## src/rtl/disp_pkg.sv

```systemverilog
// Shared types and next-digit search for the multiplexed display scan controller.
package disp_pkg;

  localparam int unsigned MAX_DIGITS = 16;
  localparam int unsigned MAX_IDX_W  = 4;

  typedef enum logic [1:0] {
    IDLE   = 2'd0,
    BLANK  = 2'd1,
    ACTIVE = 2'd2
  } scan_state_e;

  typedef struct packed {
    logic [MAX_IDX_W-1:0] idx;
    logic                 wrap;
  } next_sel_t;

  // Lowest set mask bit strictly above cur; otherwise the lowest set bit with wrap=1.
  function automatic next_sel_t next_enabled(input logic [MAX_DIGITS-1:0] mask,
                                             input logic [MAX_IDX_W-1:0]  cur);
    next_sel_t            res;
    logic                 found_above;
    logic [MAX_IDX_W-1:0] lowest;
    logic [MAX_IDX_W-1:0] above;
    found_above = 1'b0;
    lowest      = '0;
    above       = '0;
    for (int i = MAX_DIGITS - 1; i >= 0; i--) begin
      if (mask[i]) begin
        lowest = MAX_IDX_W'(i);
        if (i > int'(cur)) begin
          above       = MAX_IDX_W'(i);
          found_above = 1'b1;
        end
      end
    end
    res.idx  = found_above ? above : lowest;
    res.wrap = ~found_above;
    return res;
  endfunction

endpackage

```

## src/rtl/display_scan_ctrl_if.sv

```systemverilog
// Control/status bundle between the scan controller and its host/segment decoder.
// Optional macro DISP_SCAN_PWM_EN adds the 4-bit brightness input.
interface display_scan_ctrl_if #(
  parameter int unsigned NUM_DIGITS = 8,
  parameter int unsigned DWELL_W    = 20
);
  localparam int unsigned IDX_W = $clog2(NUM_DIGITS);

  logic                  enable;
  logic [NUM_DIGITS-1:0] digit_mask;
  logic [DWELL_W-1:0]    dwell;
`ifdef DISP_SCAN_PWM_EN
  logic [3:0]            brightness;
`endif
  logic [NUM_DIGITS-1:0] anode_n;
  logic [IDX_W-1:0]      digit_idx;
  logic                  blank;
  logic                  frame_done;

  modport master (
    output enable, digit_mask, dwell,
`ifdef DISP_SCAN_PWM_EN
    output brightness,
`endif
    input  anode_n, digit_idx, blank, frame_done
  );

  modport slave (
    input  enable, digit_mask, dwell,
`ifdef DISP_SCAN_PWM_EN
    input  brightness,
`endif
    output anode_n, digit_idx, blank, frame_done
  );

endinterface

```

## src/rtl/digit_next_sel.sv

```systemverilog
// Rotating priority finder: next enabled digit above digit_idx, wrapping to the lowest.
module digit_next_sel
  import disp_pkg::*;
#(
  parameter  int unsigned NUM_DIGITS = 8,
  localparam int unsigned IDX_W      = $clog2(NUM_DIGITS)
) (
  input  logic [NUM_DIGITS-1:0] digit_mask,
  input  logic [IDX_W-1:0]      digit_idx,
  output logic [IDX_W-1:0]      next_idx,
  output logic                  wrap,
  output logic                  any_enabled
);

  next_sel_t sel;
  logic      unused_idx_hi;

  // Search over the full 16-digit space; mask bits above NUM_DIGITS are zero.
  always_comb begin
    sel = next_enabled(MAX_DIGITS'(digit_mask), MAX_IDX_W'(digit_idx));
  end

  assign next_idx      = IDX_W'(sel.idx);
  assign wrap          = sel.wrap;
  assign any_enabled   = |digit_mask;
  // Upper index bits are always zero for narrower configurations.
  assign unused_idx_hi = ^sel.idx;

endmodule

```

## src/rtl/display_scan_ctrl.sv

```systemverilog
// Multiplexed 7-segment scan controller: blank gap, per-digit dwell, mask skipping,
// frame_done on wrap. Optional macro DISP_SCAN_PWM_EN adds brightness PWM.
module display_scan_ctrl
  import disp_pkg::*;
#(
  parameter int unsigned NUM_DIGITS   = 8,
  parameter int unsigned DWELL_W      = 20,
  parameter int unsigned BLANK_CYCLES = 64
) (
  input logic               clk,
  input logic               reset,
  display_scan_ctrl_if.slave bus
);

  localparam int unsigned IDX_W = $clog2(NUM_DIGITS);
  localparam int unsigned BLK_W = (BLANK_CYCLES > 0) ? $clog2(BLANK_CYCLES + 1) : 1;

  scan_state_e           state;
  logic [IDX_W-1:0]      digit_idx;
  logic [NUM_DIGITS-1:0] anode_n;
  logic                  blank;
  logic                  frame_done;
  logic [DWELL_W-1:0]    dwell_cnt;
  logic [BLK_W-1:0]      blank_cnt;

  logic [IDX_W-1:0]      sel_cur_c;
  logic [IDX_W-1:0]      next_idx;
  logic                  wrap;
  logic                  any_enabled;
  logic [IDX_W-1:0]      act_idx_c;
  logic [NUM_DIGITS-1:0] act_onehot_c;
  logic [DWELL_W-1:0]    dwell_load_c;
  logic                  adv_c;
  logic                  go_blank_c;
  logic                  go_active_c;
  logic                  lit_entry_c;

`ifdef DISP_SCAN_PWM_EN
  logic [3:0]            pwm_cnt;
  logic [3:0]            pwm_inc_c;
  logic                  lit_stay_c;
  logic [NUM_DIGITS-1:0] cur_onehot_c;
`endif

  // From IDLE, searching above the top index lands on the lowest enabled digit.
  assign sel_cur_c = (state == IDLE) ? IDX_W'(NUM_DIGITS - 1) : digit_idx;

  digit_next_sel #(
    .NUM_DIGITS (NUM_DIGITS)
  ) u_next_sel (
    .digit_mask  (bus.digit_mask),
    .digit_idx   (sel_cur_c),
    .next_idx    (next_idx),
    .wrap        (wrap),
    .any_enabled (any_enabled)
  );

  // Advance on IDLE start, dwell expiry, or the lit digit dropping out of the mask.
  assign adv_c = (state == IDLE) ||
                 ((state == ACTIVE) && ((dwell_cnt == '0) || !bus.digit_mask[digit_idx]));
  assign go_blank_c   = adv_c && (BLANK_CYCLES != 0);
  assign go_active_c  = (adv_c && (BLANK_CYCLES == 0)) ||
                        ((state == BLANK) && (blank_cnt == BLK_W'(BLANK_CYCLES - 1)));
  assign act_idx_c    = (state == BLANK) ? digit_idx : next_idx;
  assign act_onehot_c = NUM_DIGITS'(1) << act_idx_c;
  // Dwell counts down to zero; dwell=0 behaves as one cycle.
  assign dwell_load_c = (bus.dwell == '0) ? '0 : bus.dwell - DWELL_W'(1);

`ifdef DISP_SCAN_PWM_EN
  assign pwm_inc_c    = pwm_cnt + 4'(1);
  assign lit_entry_c  = (bus.brightness != 4'd0);
  assign lit_stay_c   = (bus.brightness == 4'hF) || (pwm_inc_c < bus.brightness);
  assign cur_onehot_c = NUM_DIGITS'(1) << digit_idx;
`else
  assign lit_entry_c  = 1'b1;
`endif

  // Scan FSM with registered anode/blank/index/strobe outputs.
  always_ff @(posedge clk) begin
    if (reset) begin
      state      <= IDLE;
      digit_idx  <= '0;
      anode_n    <= '1;
      blank      <= 1'b1;
      frame_done <= 1'b0;
      dwell_cnt  <= '0;
      blank_cnt  <= '0;
`ifdef DISP_SCAN_PWM_EN
      pwm_cnt    <= '0;
`endif
    end else begin
      frame_done <= 1'b0;
      if (!bus.enable || !any_enabled) begin
        state     <= IDLE;
        anode_n   <= '1;
        blank     <= 1'b1;
        dwell_cnt <= '0;
        blank_cnt <= '0;
`ifdef DISP_SCAN_PWM_EN
        pwm_cnt   <= '0;
`endif
      end else begin
        if (adv_c) begin
          digit_idx  <= next_idx;
          frame_done <= (state == ACTIVE) && wrap;
        end
        if (go_blank_c) begin
          state     <= BLANK;
          anode_n   <= '1;
          blank     <= 1'b1;
          blank_cnt <= '0;
        end else if (go_active_c) begin
          state     <= ACTIVE;
          dwell_cnt <= dwell_load_c;
          anode_n   <= lit_entry_c ? ~act_onehot_c : '1;
          blank     <= ~lit_entry_c;
`ifdef DISP_SCAN_PWM_EN
          pwm_cnt   <= '0;
`endif
        end else if (state == ACTIVE) begin
          dwell_cnt <= dwell_cnt - DWELL_W'(1);
`ifdef DISP_SCAN_PWM_EN
          pwm_cnt   <= pwm_inc_c;
          anode_n   <= lit_stay_c ? ~cur_onehot_c : '1;
          blank     <= ~lit_stay_c;
`endif
        end else if (state == BLANK) begin
          blank_cnt <= blank_cnt + BLK_W'(1);
        end
      end
    end
  end

  assign bus.anode_n    = anode_n;
  assign bus.digit_idx  = digit_idx;
  assign bus.blank      = blank;
  assign bus.frame_done = frame_done;

endmodule

```

## src/flat_wrapper.sv

```systemverilog
// flat-port wrapper written by rule: the top's interface ports become plain ports
module display_scan_ctrl_flat import disp_pkg::*;
#(
  parameter int unsigned NUM_DIGITS   = 8,
  parameter int unsigned DWELL_W      = 20,
  parameter int unsigned BLANK_CYCLES = 64
)
  (clk, reset, bus_enable, bus_digit_mask, bus_dwell, bus_anode_n, bus_digit_idx, bus_blank, bus_frame_done);
  display_scan_ctrl_if #(.NUM_DIGITS(NUM_DIGITS), .DWELL_W(DWELL_W)) bus_i ();
  input logic clk;
  input logic reset;
  input wire logic [$bits(bus_i.enable)-1:0] bus_enable;
  input wire logic [$bits(bus_i.digit_mask)-1:0] bus_digit_mask;
  input wire logic [$bits(bus_i.dwell)-1:0] bus_dwell;
  output wire logic [$bits(bus_i.anode_n)-1:0] bus_anode_n;
  output wire logic [$bits(bus_i.digit_idx)-1:0] bus_digit_idx;
  output wire logic [$bits(bus_i.blank)-1:0] bus_blank;
  output wire logic [$bits(bus_i.frame_done)-1:0] bus_frame_done;
  assign bus_i.enable = bus_enable;
  assign bus_i.digit_mask = bus_digit_mask;
  assign bus_i.dwell = bus_dwell;
  assign bus_anode_n = bus_i.anode_n;
  assign bus_digit_idx = bus_i.digit_idx;
  assign bus_blank = bus_i.blank;
  assign bus_frame_done = bus_i.frame_done;
  display_scan_ctrl #(.NUM_DIGITS(NUM_DIGITS), .DWELL_W(DWELL_W), .BLANK_CYCLES(BLANK_CYCLES)) u_core (.clk(clk), .reset(reset), .bus(bus_i));
endmodule
```

## config.mk

```make
export PLATFORM = sky130hd
export DESIGN_NAME = display_scan_ctrl_flat
export DESIGN_NICKNAME = d
export VERILOG_FILES = /design/src/rtl/disp_pkg.sv /design/src/rtl/display_scan_ctrl_if.sv /design/src/rtl/digit_next_sel.sv /design/src/rtl/display_scan_ctrl.sv /design/src/flat_wrapper.sv
export SDC_FILE = /design/constraint.sdc
export NUM_CORES = 1
export LEC_CHECK = 0
export BUFFER_PORTS_ARGS = -buffer_cell sky130_fd_sc_hd__buf_2
export CAP_MARGIN = 20
export CORE_MARGIN = 2
export CORE_UTILIZATION = 60
export DETAILED_ROUTE_END_ITERATION = 12
export GPL_TIMING_DRIVEN = 0
export PLACE_DENSITY = 0.94
export RECOVER_POWER = 100
export SYNTH_ARGS = -nofsm -noshare
export SYNTH_HDL_FRONTEND = slang
export SYNTH_HIERARCHICAL = 1
export SYNTH_SLANG_ARGS = --single-unit
```

## constraint.sdc

```tcl
create_clock -name clk -period 4.05 [get_ports clk]
set_clock_uncertainty 0.2 [all_clocks]
set_input_delay 1.215 -clock clk [delete_from_list [all_inputs] [get_ports clk]]
set_output_delay 1.215 -clock clk [all_outputs]
set_load 0.1 [all_outputs]
```

==> results.md, run 1 <==
- After synthesis, the largest area contributor takes up between 20 and 30% of total cell area.
- In the routed layout, each cell is associated on average with a via count of 6.304.
- The warning count from the yosys run is 6.
- The area growth from synthesis to final layout is 10.97%.
- Leaving out fill and tap cells, the most frequent cell in the layout is dfxtp_1.
- In the routed design, unresolved DRC markers number 0.
- The repair_antennas step left the layout with diodes totalling 0.
- The final-report max-slew violation count came to 0.
- The total power per unit cell area is about 260 nW/µm².
- The number of nets with antenna violations after routing is 0.
- The number of port buffers is 43.
- In the synthesized netlist the dominant register cell turns out to be dfxtp_1.
- The last weighted congestion value of the routability-driven placer is 0.8921.
- The die covers approximately 5500 µm².
- Subtracting the final worst setup slack from the clock period gives 3.413 ns.
- STA classifies the critical path endpoint as a flop.
- Counting flops and latches in the post-synthesis netlist gives 42.
- The synthesized area divided by synthesized cell count is a little over 8 µm².
- The fraction of registers with async set or reset after synthesis is 0%.
- In the final layout, the multi-input gates occupy 1949 µm².
- The synthesized-area fraction occupied by ao, oa, aoi and oai cells is ~20%.
- The combinational family with the most area after synthesis is simple AND/OR/NAND/NOR gates.
- The via count of the first global-routing pass is between 2000 and 3000.
- The global-route usage over all layers is 29.33%.
- After Yosys synthesis, and, or, nand and nor cells account for about a third of the synthesized area.
- The worst setup path is launched from an input port.
- The relative max-transition margin is 22.38%.
- The H-tree generated during clock tree synthesis spans 2 levels.
- The initial antenna violation count was 0.
- The hold-fix buffer count after cts is 0.
- The CTS tree is yes.
- The analysis attributes to cell leakage a power of ~0.0013 µW.
- The layout net count is ~450.
- The first-pass GRT wire length is between 10000 and 15000 µm.
- The portion of the clock cycle consumed by the worst path in the final layout is a little over four fifths.
- The library cells used most frequently in the layout, excluding fill and tap cells, are dfxtp_1, nor2_1, nand2_1, buf_2, clkbuf_1.
- Setup slack on the worst reg-to-reg path comes out at 1.34 ns.
- The tool flagged a number of max-cap violations equal to 0.
- The share of synthesized area spent on multiplexers is 3.231%.
- The maximum count of clock buffers along a single path is 2.
- The cell sitting at the root of the clock tree is a clkbuf_8.
- The flow ran to the end, and the final reports show no timing, DRC or antenna violations.
- The data arrival time at the worst-slack endpoint is approximately 3.4 ns.
- The synthesized netlist devotes 2.126% of its cell area to adder and majority cells.
- After synthesis, flip-flops and latches occupy between 20% and 30% of the total area.
- At the end of the flow the core is filled with cells to slightly below 70%.
- The endpoint identified for the worst register-to-register timing path is u_core/blank_cnt[6].
- Summing internal, switching and leakage power gives 835.7 µW.
- Of all cell types, the one taking the most synthesized area is dfxtp_1.
- The first routing iteration left 248 violations.
- The total setup buffers inserted after CTS is 0.
- The launching point of the worst reg2reg path is u_core/bus.digit_idx[1].
- In this run the worst setup path begins at bus_dwell[15].
- The hold violation count in the final report was 0.
- In this run the worst path has a maximum fanout of 8.
- The total overflow left after global routing is 0.
- The end point of the critical path is u_core/dwell_cnt[9].
- The footprint of the flip-flops and latches is ~840 µm².
- The synthesized netlist net count is a little under 400.
- The layout cell share with drive strength beyond 1 is between 15 and 20%.
- After routing, the total negative slack on setup checks comes to 0 ns.
- The synthesized netlist devotes approximately 8.9% of its cell area to XOR and XNOR gates.
- From bottom edge to top edge, the die measures about 74 µm.
- Once detailed placement completed, the half-perimeter wirelength came to slightly below 6000 µm.
- Setup repair after global routing left no endpoint under its margin.
- At the later pin of the worst-skew pair, clock insertion delay measures 0.30 ns.
- The total number of vias is ~3000.
- The synthesized netlist contains just over 70 unique library cells.
- Before antenna repair, the detailed router went through 7 iterations.
- The number of cells on the worst reg-to-reg path is 7.
- The tree built by TritonCTS fans out to 42 sinks.
- Counting flops with a built-in enable in the synthesized netlist gives 0.
- The maximum vdd drop is roughly 0.00022 V.
- Entering global routing, the biggest net connects 13 pins.
- Synthesis handed over a netlist of 360 instances.
- The floorplan has 25 rows.
- The number of buffers created by CTS is 5.
- After detailed routing, the total wire length is 7745 µm.
- Gates resized during post-CTS repair numbered 0.
- At the pin with the least slew margin, the transition time is around 1.2 ns.
- The clock-pin slew of the registers on the worst-case setup and hold paths is 0.07 ns.
- The top-level I/O count is 44.
- The cell area that synthesis handed to floorplanning was 2943 µm².
- The effective utilization at floorplan is just over 60%.
- The region available for standard cell placement spans 4723 µm².
- The fill cell instance count of the final layout is 383.
- The floorplan die width is around 74 µm.
- The maximum achievable frequency is about 300 MHz.
- By area the synthesized netlist is led by dfxtp_1, nor2_1, nand2_1.
- Data on the critical path is required at its endpoint by between 4 and 5 ns.
- The path category of the worst min-delay check is flop to flop.
- The critical path is of the input port to flop type.
- Dividing the detail-routed wire length by the instance count gives 16.24 µm.
- Setup violations remaining at the end of the flow were counted as 0.
[metal layers]
layer / global-route usage (%) / up-vias / part of all wire (%)
li1: - / 1432 / -
met1: 38.35 / 1401 / 43
met2: 48.21 / 154 / 47
met3: 5.014 / 20 / 7.7
met4: 11.72 / 0 / 2.4
met5: 0 / - / 0
[cells by family after synthesis]
kind of cell             Yosys count
AO/OA/AOI/OAI                     82
adder cells (fa/ha/maj)            5
XOR/XNOR                          30
buffers and inverters             21
multiplexers                       7
AND/OR/NAND/NOR                  173
flip-flops                        42
[synth_stat cells (all sizes together) (5+ instances only)]
| cell | n |
|---|---|
| nor4 | 10 |
| nor3 | 19 |
| o21ai | 16 |
| nand4 | 11 |
| xor2 | 15 |
| buf | 7 |
| o311ai | 6 |
| or2 | 7 |
| ha | 5 |
| clkbuf | 6 |
| xnor2 | 15 |
| nand3 | 14 |
| mux2i | 5 |
| nor2 | 39 |
| inv | 8 |
| nand2b | 7 |
| o22ai | 16 |
| a21oi | 13 |
| nand2 | 36 |
| dfxtp | 42 |
| nor2b | 7 |
[final cells by class]
class	instances	share of cell area, %
multi-input combinational	297	59.69
sequential	42	25.75
timing repair buffer	43	5.977
buffer	13	2.682
tap	67	2.567
clock buffer	5	2.107
inverter	8	0.9195
clock inverter	2	0.3065
[how the worst min path moves through the flow]
stage,start,cells past startpoint,to,slack [ns]
CTS,u_core/bus.blank,2,u_core/bus.blank,0.25
floorplan,u_core/blank_cnt[6],1,u_core/blank_cnt[6],0.25
detailed placement,u_core/bus.blank,2,u_core/bus.blank,0.24
global route,u_core/bus.blank,2,u_core/bus.blank,0.29
global placement,u_core/bus.blank,2,u_core/bus.blank,0.23
finish,u_core/bus.blank,2,u_core/bus.blank,0.25
[critical path, cell delays in order]
cell and delay, ns:
clkbuf_1 0.11, or4_1 0.57, or4b_1 0.57, nor2_1 0.32, or2_1 0.17, buf_6 0.14, nor2_1 0.07, o221a_1 0.24
[state kept, by name, indices dropped and copies added, names as in the netlist]
register	count
u_core/bus.digit_idx	3
u_core/state	2
u_core/bus.frame_done	1
u_core/bus.anode_n	8
u_core/blank_cnt	7
u_core/bus.blank	1
u_core/dwell_cnt	20
[report_power, final]
| group | leakage, µW | internal [µW] | switching [µW] |
|---|---|---|---|
| Sequential | 0.000339 | 416 | 6.56 |
| Combinational | 0.000893 | 58.9 | 97.2 |
| Clock | 0.0000438 | 116 | 142 |
| Total | 0.00128 | 590 | 245 |
[metrics by stage]
step	hold WS [ns]	instance area [µm²]	instances	worst slack, ns
CTS	0.2517	3321	477	0.9031
floorplan	0.2532	2943	360	0.8358
global route	0.2945	3266	477	0.5150
global placement	0.2264	3242	470	0.6178
finish	0.2522	3266	477	0.6369
detailed placement	0.2380	3242	470	0.5855
Power figures use the tool's default switching activity.
==> run 2, diff against run 1 <==
--- a/config.mk
+++ b/config.mk
@@ -8,10 +8,10 @@
 export BUFFER_PORTS_ARGS = -buffer_cell sky130_fd_sc_hd__buf_2
 export CAP_MARGIN = 20
 export CORE_MARGIN = 2
-export CORE_UTILIZATION = 60
+export CORE_UTILIZATION = 52
 export DETAILED_ROUTE_END_ITERATION = 12
 export GPL_TIMING_DRIVEN = 0
-export PLACE_DENSITY = 0.94
+export PLACE_DENSITY = 0.88
 export RECOVER_POWER = 100
 export SYNTH_ARGS = -nofsm -noshare
 export SYNTH_HDL_FRONTEND = slang
==> constraint.sdc (replaced) <==
create_clock -name clk -period 2.8 [get_ports clk]
set_clock_uncertainty 0.2 [all_clocks]
set_input_delay 0.84 -clock clk [delete_from_list [all_inputs] [get_ports clk]]
set_output_delay 0.84 -clock clk [all_outputs]
set_load 0.1 [all_outputs]
==> run 2 against run 1 <==
Clock power grew 58%; utilization shrank 8.1 points; global-route usage shrank 5.6 points; combinational power grew 42%; register-to-register slack lost 1.2 ns; sequential cell count is the same; setup slack lost 0.57 ns; critical path type unchanged; largest power group unchanged.
==> results.md, run 2 (synthesis results as in run 1) <==
- The total number of vias is 3019 (+0.40%).
- The stage delay of the slowest cell on the critical path was 0.56 ns (about the same).
- Setup repair after global routing left no endpoint under its margin.
- The path category of the worst min-delay check is flop to flop.
- The critical path data required time is 2.79 ns (-1.25 ns).
- In the layout the commonest cells are dfxtp_1, nor2_1, nand2_1, buf_2, nor3_1.
- The effective utilization at floorplan is 53.77% (-8.5 points).
- The worst-margin pin slew is 1.168 ns (-0.001460 ns).
- The half-perimeter wire length after placement is 5762 µm (-1.9%).
- For this run, the top clock speed supported by timing is ~370 MHz.
- The number of port buffers is 43 (unchanged).
- The top-level I/O count was 44 (unchanged).
- The data arrival time at the worst-slack endpoint is 2.72 ns (-0.68 ns).
- The number of antenna cells inserted is 0 (unchanged).
- The final standard cell area without fillers was 3341 µm² (+2.3%).
- The maximum count of clock buffers along a single path is 2 (unchanged).
- The cell total after placement is 475 (+1.1%).
- The number of cell rows is 27 (+8.0%).
- Ranked by flip-flop count, first place goes to u_core/dwell_cnt.
- The flow ran to the end, and the final reports show no timing, DRC or antenna violations.
- The total power consumption of the routed design was 1240 µW (+48%).
- By startpoint and endpoint, the worst setup path is classified as input port to flop.
- The total wire length is 7626 µm (-1.5%).
- The count of endpoints failing setup in the final report is 0 (unchanged).
- The slowest stage of the critical path is the or4_4 cell.
- The total DRC errors in the routed layout is 0 (unchanged).
- The number of max-cap violations is 0 (unchanged).
- The core outline area is 5473 µm² (+16%).
- The global-route usage over all layers came to 23.77% (-5.6 points).
- The worst setup path is launched from an input port.
- The number of buffers created by CTS is 5 (unchanged).
- The initial antenna violation count was 0 (unchanged).
- The depth of the CTS H-tree was 2 (unchanged).
- The height of the die came to 79.23 µm (+7.0%).
- The average wire per cell in the routed design was 15.76 µm (-3.0%).
- The leakage power summed over all cells is 0.001323 µW (+3.7%).
- The critical path goes through clkbuf_2 > or4_4 > or4b_4 > nor2_4 > or2_1 > buf_6 > nor2_1 > o221a_1.
- The last weighted congestion value of the routability-driven placer came to 0.9814 (+10%).
- The buffering stage count on the worst path with inverters included came to 2 (unchanged).
- The number of clock sinks is 42 (unchanged).
- The layout net count is 447 (+0.22%).
- The cell area after placement is 3249 µm² (+0.23%).
- The number of DRC markers after the initial detailed-route iteration was 280 (+13%).
- The relative max-transition margin is 22.48% (+0.097 points).
- The number of vias per cell is 6.238 (-1.1%).
- The number of nets with antenna violations after routing is 0 (unchanged).
- The worst setup path is captured at a flop.
- The global-route congestion overflow total came to 0 (unchanged).
- The hold violation count in the final report came to 0 (unchanged).
- The number of iterations in the first detailed-routing pass was 5 (-2).
- The cell chosen for the clock root is clkbuf_8.
- The area of the die is 6277 µm² (+15%).
- The floorplan die width was 79.23 µm (+7.0%).
- The flip-flop count of the largest register after layout is 20 (unchanged).
- The largest net degree at the start of global routing is 16 (+3).
- The cell family contributing the most delay on the critical path is simple AND/OR/NAND/NOR gates.
- In the final layout, the registers with the most flip-flops are u_core/dwell_cnt x20, u_core/bus.anode_n x8, u_core/blank_cnt x7.
- The total power per unit cell area is 371.3 nW/µm² (+45%).
- The fill cell instance count of the final layout came to 495 (+29%).
- The maximum net fanout on the critical path is 8 (unchanged).
- The area growth from synthesis to final layout is 13.52%.
- The clock-pin slew of the registers on the worst-case setup and hold paths is 0.08 ns (about the same).
- The via count of the first global-routing pass is 2587 (-4.1%).
- Of the available clock period, the critical path in the final layout requires between 90% and 100%.
- The final-report max-slew violation count is 0 (unchanged).
- The layout cell share with drive strength beyond 1 is 21.12% (+4.3 points).
- The worst path in the final design needs a cycle of 2.731 ns, including I/O delays and setup.
- The clock insertion delay at the later pin of the skew report was 0.30 ns (about the same).
- The final hold slack is 0.2426 ns (-0.009584 ns).
- Leaving out fill and tap cells, the most frequent cell in the layout is dfxtp_1.
- The first-pass GRT wire length is 12050 µm (-3.3%).
- The maximum vdd drop is 0.0001931 V (-13%).
- The CTS tree is yes.
- The count of non-filler cells in the finished layout came to 484 (+1.5%).
run 2: metrics by stage:
stage / worst slack [ns] / util (%) / TNS, ns
2_1_floorplan: -0.01259 / - / -0.01259
3_3_place_gp: -0.2499 / 59.37 / -2.461
3_5_place_dp: -0.2622 / 59.37 / -2.713
4_1_cts: 0.04110 / 61.07 / 0
5_1_grt: 0.007748 / 61.04 / 0
6_report: 0.06899 / 61.04 / 0
run 2: timing repair:
action | 4_1_cts | 5_1_grt
buffers inserted | 0 | 1
setup endpoints to repair | 0 | 5
hold buffers | 0 | 0
resized for setup | 0 | 3
run 2: per-layer routing:
layer  GRT usage (%)  wire [µm]  share of wire (%)  vias up
met5               0          0                  0        -
met4           7.069        128                1.7        0
met1           31.78       3330                 44     1426
li1                -          -                  -     1446
met3           3.636        479                6.3       22
met2           39.58       3688                 48      125
run 2: cell type report:
cell class / count / area [µm²] / share of cell area (%)
Inverter: 8 / 30.03 / 0.8989
Clock buffer: 5 / 68.82 / 2.060
Multi-Input combinational cell: 297 / 1977 / 59.18
Sequential cell: 42 / 842.1 / 25.21
Timing Repair Buffer: 44 / 216.5 / 6.479
Tap cell: 72 / 90.09 / 2.697
Buffer: 13 / 92.59 / 2.772
Clock inverter: 3 / 23.77 / 0.7116
run 2: where the power goes:
part | internal [µW] | switching [µW] | total (µW) | leakage [µW]
Combinational | 85.0 | 136 | 221 | 0.000943
Clock | 179 | 228 | 407 | 0.0000408
Sequential | 602 | 10.4 | 612 | 0.000340
run 2: worst paths after layout:
path                                         startpoint               endpoint  slack [ns]  cells past startpoint
worst min register to register         u_core/bus.blank       u_core/bus.blank        0.24                      2
worst min-delay path                   u_core/bus.blank       u_core/bus.blank        0.24                      2
worst max-delay path                      bus_dwell[13]    u_core/dwell_cnt[9]        0.07                      8
worst max register to register  u_core/bus.digit_idx[2]  u_core/bus.anode_n[2]        0.19                     11
run 2: worst reg2reg max path, cell delays in order, from the launching register on:
cell      delay, ns
dfxtp_1        0.52
or2_2          0.17
clkbuf_4       0.19
nor2b_1        0.07
o21ai_1        0.28
nand2b_4       0.10
o32ai_1        0.45
nand2_1        0.10
nand2_1        0.11
nand2_1        0.10
o22ai_1        0.16
nand2_1        0.06
==> run 3, diff against run 2 <==
==> constraint.sdc (replaced) <==
create_clock -name clk -period 2.8 [get_ports clk]
set_clock_uncertainty 0.2 [all_clocks]
set_input_delay 0.84 -clock clk [delete_from_list [all_inputs] [get_ports clk]]
set_output_delay 0.84 -clock clk [all_outputs]
set_load 0.05 [all_outputs]
==> run 3 against run 2 <==
Design area rose by 0.82%; clock-buffer cell count did not move; global-route usage up 2.2 points; non-clock buffer count grew 1; routed wire length increased by 4.6%; worst hold slack improved by 0.00053 ns; die area unchanged; power increased by 7.0%; first-iteration DRC count decreased by 12%; largest cell class unchanged; via count increased by 0.17%.
==> results.md, run 3 (synthesis results as in run 1) <==
- The largest net degree at the start of global routing is 15 (-1).
- TritonCTS built the clock tree.
- Walking the worst path, the cells encountered are buf_2 > or4_4 > or4b_4 > nor2_4 > or2_1 > buf_6 > nor2_2 > o221a_1.
- The number of vias per cell is 6.235 (about the same).
- The largest registers in the layout are u_core/dwell_cnt x20, u_core/bus.anode_n x8, u_core/blank_cnt x7.
- The clock-pin slew of the registers on the worst-case setup and hold paths is 0.08 ns (about the same).
- The depth of the CTS H-tree came to 2 (unchanged).
- The library cell used most frequently in the layout, excluding fill and tap cells, is dfxtp_1.
- The stage delay of the slowest cell on the critical path came to 0.56 ns (about the same).
- The maximum count of clock buffers along a single path is 2 (unchanged).
- The area growth from synthesis to final layout is 14.46%.
- The average wire per cell in the routed design came to 16.45 µm (+4.4%).
- The maximum achievable frequency is 361.8 MHz (-1.2%).
- The setup path with the least slack is of type input port to flop.
- The least setup slack across all paths after layout is 0.03635 ns (-0.03264 ns).
- The final cell utilization of the core is 61.55% (+0.50 points).
- The fraction of power consumed by sequential logic is 46.1% (-3.2 points).
- The final standard cell area without fillers is 3368 µm² (+0.82%).
- The met1 wire length is 3359 µm (+0.87%).
- The detailed-routed wire length on met2 was 3935 µm (+6.7%).
- The initial antenna violation count is 0 (unchanged).
- The number of DRC markers after the initial detailed-route iteration is 246 (-12%).
- The shortest clock period the worst path allows after layout is 2.764 ns (+0.03264 ns).
- The cell chosen for the clock root is clkbuf_8.
- The cell area after placement is 3248 µm² (about the same).
- The footprint of the flip-flops and latches is 843.3 µm² (+0.15%).
- The hold violation count in the final report is 0 (unchanged).
- The area of the die is 6277 µm² (unchanged).
- The met3 wire length is 567 µm (+18%).
- The count of endpoints failing setup in the final report is 0 (unchanged).
- The clock insertion delay at the later pin of the skew report came to 0.30 ns (about the same).
- The floorplan die width came to 79.23 µm (unchanged).
- The portion of the clock cycle consumed by the worst path in the final layout is 98.70% (+1.2 points).
- The layout cell share with drive strength beyond 1 was 20.10% (-1.0 points).
- The layout net count came to 448 (+0.22%).
- The first-pass GRT wire length was 13070 µm (+8.5%).
- The core outline area was 5473 µm² (unchanged).
- The final-report max-slew violation count is 0 (unchanged).
- The net switching power figure is 370.9 µW (-1.1%).
- The total power per unit cell area came to 393.9 nW/µm² (+6.1%).
- The effective utilization at floorplan is 53.77% (unchanged).
- The total number of vias is 3024 (+0.17%).
- The run finished with clean final reports.
- The register ranked first by flip-flop count is u_core/dwell_cnt.
- The internal cell power is 955.8 µW (+10%).
- The number of clock sinks came to 42 (unchanged).
- The worst-margin pin slew was 0.7387 ns (-0.4292 ns).
- The largest individual stage delay along the critical path comes from the cell or4_4.
- The number of port buffers is 43 (unchanged).
- The global-route congestion overflow total is 0 (unchanged).
- The worst setup path is captured at a flop.
- The half-perimeter wire length after placement came to 5949 µm (+3.2%).
- The number of nets with antenna violations after routing is 0 (unchanged).
- The height of the die is 79.23 µm (unchanged).
- The data arrival time at the worst-slack endpoint is 2.76 ns (+0.04 ns).
- The total wire length is 7978 µm (+4.6%).
- The number of iterations in the first detailed-routing pass is 5 (unchanged).
- The last weighted congestion value of the routability-driven placer is 0.9604 (-2.1%).
- The total power consumption of the routed design is 1327 µW (+7.0%).
- The number of max-cap violations was 0 (unchanged).
- The maximum vdd drop is 0.0002336 V (+21%).
- The critical path data required time is 2.80 ns (about the same).
- After detailed routing, no signal wire sits above met4.
- The part of the power in the clock network is 37.7% (+4.9 points).
- The combinational cell fraction of total power is 16.2% (-1.6 points).
- The combined area of the multi-input logic cells came to 1989 µm² (+0.63%).
- The worst hold path belongs to the class flop to flop.
- The number of cell rows is 27 (unchanged).
- The top-level I/O count is 44 (unchanged).
- The global-route usage over all layers is 25.97% (+2.2 points).
- The fill cell instance count of the final layout is 511 (+3.2%).
- The final hold slack is 0.2432 ns (+0.0005310 ns).
- The setup slack after placement is -0.2826 ns (-0.02046 ns).
- The fraction of power spent switching nets is 27.96% (-2.3 points).
- The via count of the first global-routing pass is 2830 (+9.4%).
- The leakage power summed over all cells is 0.001322 µW (about the same).
- The number of buffers created by CTS is 5 (unchanged).
- The total DRC errors in the routed layout is 0 (unchanged).
- The flip-flop count of the largest register after layout was 20 (unchanged).
- The number of antenna cells inserted is 0 (unchanged).
- The worst setup path is launched from an input port.
- The maximum net fanout on the critical path is 8 (unchanged).
- The top cell types in the final layout, fill and taps aside, are dfxtp_1, nor2_1, nand2_1, buf_2.
- The relative max-transition margin is 50.30% (+28 points).
==> run 3: cell count changes in the layout (fill, tap and decap cells not counted), moves of 2 or more <==
cell and change:
clkbuf_1 +9, clkinvlp_4 -2, buf_2 +2, clkbuf_2 -10
==> run 3: what timing repair did <==
item | in CTS | in global routing
resized for setup | 0 | 4
hold buffers | 0 | 0
endpoints found under the setup margin | 0 | 5
hold endpoints to repair | 0 | 0
buffers inserted | 0 | 2
==> run 3: metrics by stage <==
stage                     cells   TNS [ns]
after detailed placement    475     -3.667
final                       485          0
after CTS                   483          0
after global routing        485  -0.004774
after global placement      475     -2.410
after floorplan             360   -0.01259
==> run 3: power groups by stage <==
stage | Clock, µW | Sequential (µW) | Combinational, µW
3_5_place_dp | 0 | 626 | 210
2_1_floorplan | 0 | 635 | 127
4_1_cts | 505 | 612 | 211
3_3_place_gp | 0 | 625 | 203
5_1_grt | 527 | 614 | 232
6_report | 500 | 612 | 214
==> run 3: final cells by class <==
class | count | area share (%)
timing repair buffer | 45 | 6.352
buffer | 13 | 2.637
clock buffer | 5 | 2.043
sequential | 42 | 25.04
inverter | 8 | 0.8915
multi-input combinational | 297 | 59.06
tap | 72 | 2.675
clock inverter | 3 | 1.300
==> run 3: path summary, 6_finish.rpt <==
check	startpoint	to	slack [ns]	cells past startpoint
worst max-delay path	bus_dwell[13]	u_core/dwell_cnt[9]	0.04	8
worst min-delay path	u_core/bus.blank	u_core/bus.blank	0.24	2
worst max register to register	u_core/dwell_cnt[16]	u_core/dwell_cnt[18]	0.14	7
worst min register to register	u_core/bus.blank	u_core/bus.blank	0.24	2
==> run 3: worst max-delay path, delay by kind of cell <==
kind / cells / cell delay [ns]
AO/OA/AOI/OAI: 1 / 0.20
buffers and inverters: 2 / 0.27
AND/OR/NAND/NOR: 5 / 1.45
==> run 3: routing by layer <==
metal | track usage, % | up-vias
li1 | - | 1444
met1 | 32.89 | 1423
met2 | 44.66 | 145
met3 | 3.636 | 12
met4 | 9.828 | 0
met5 | 0 | -
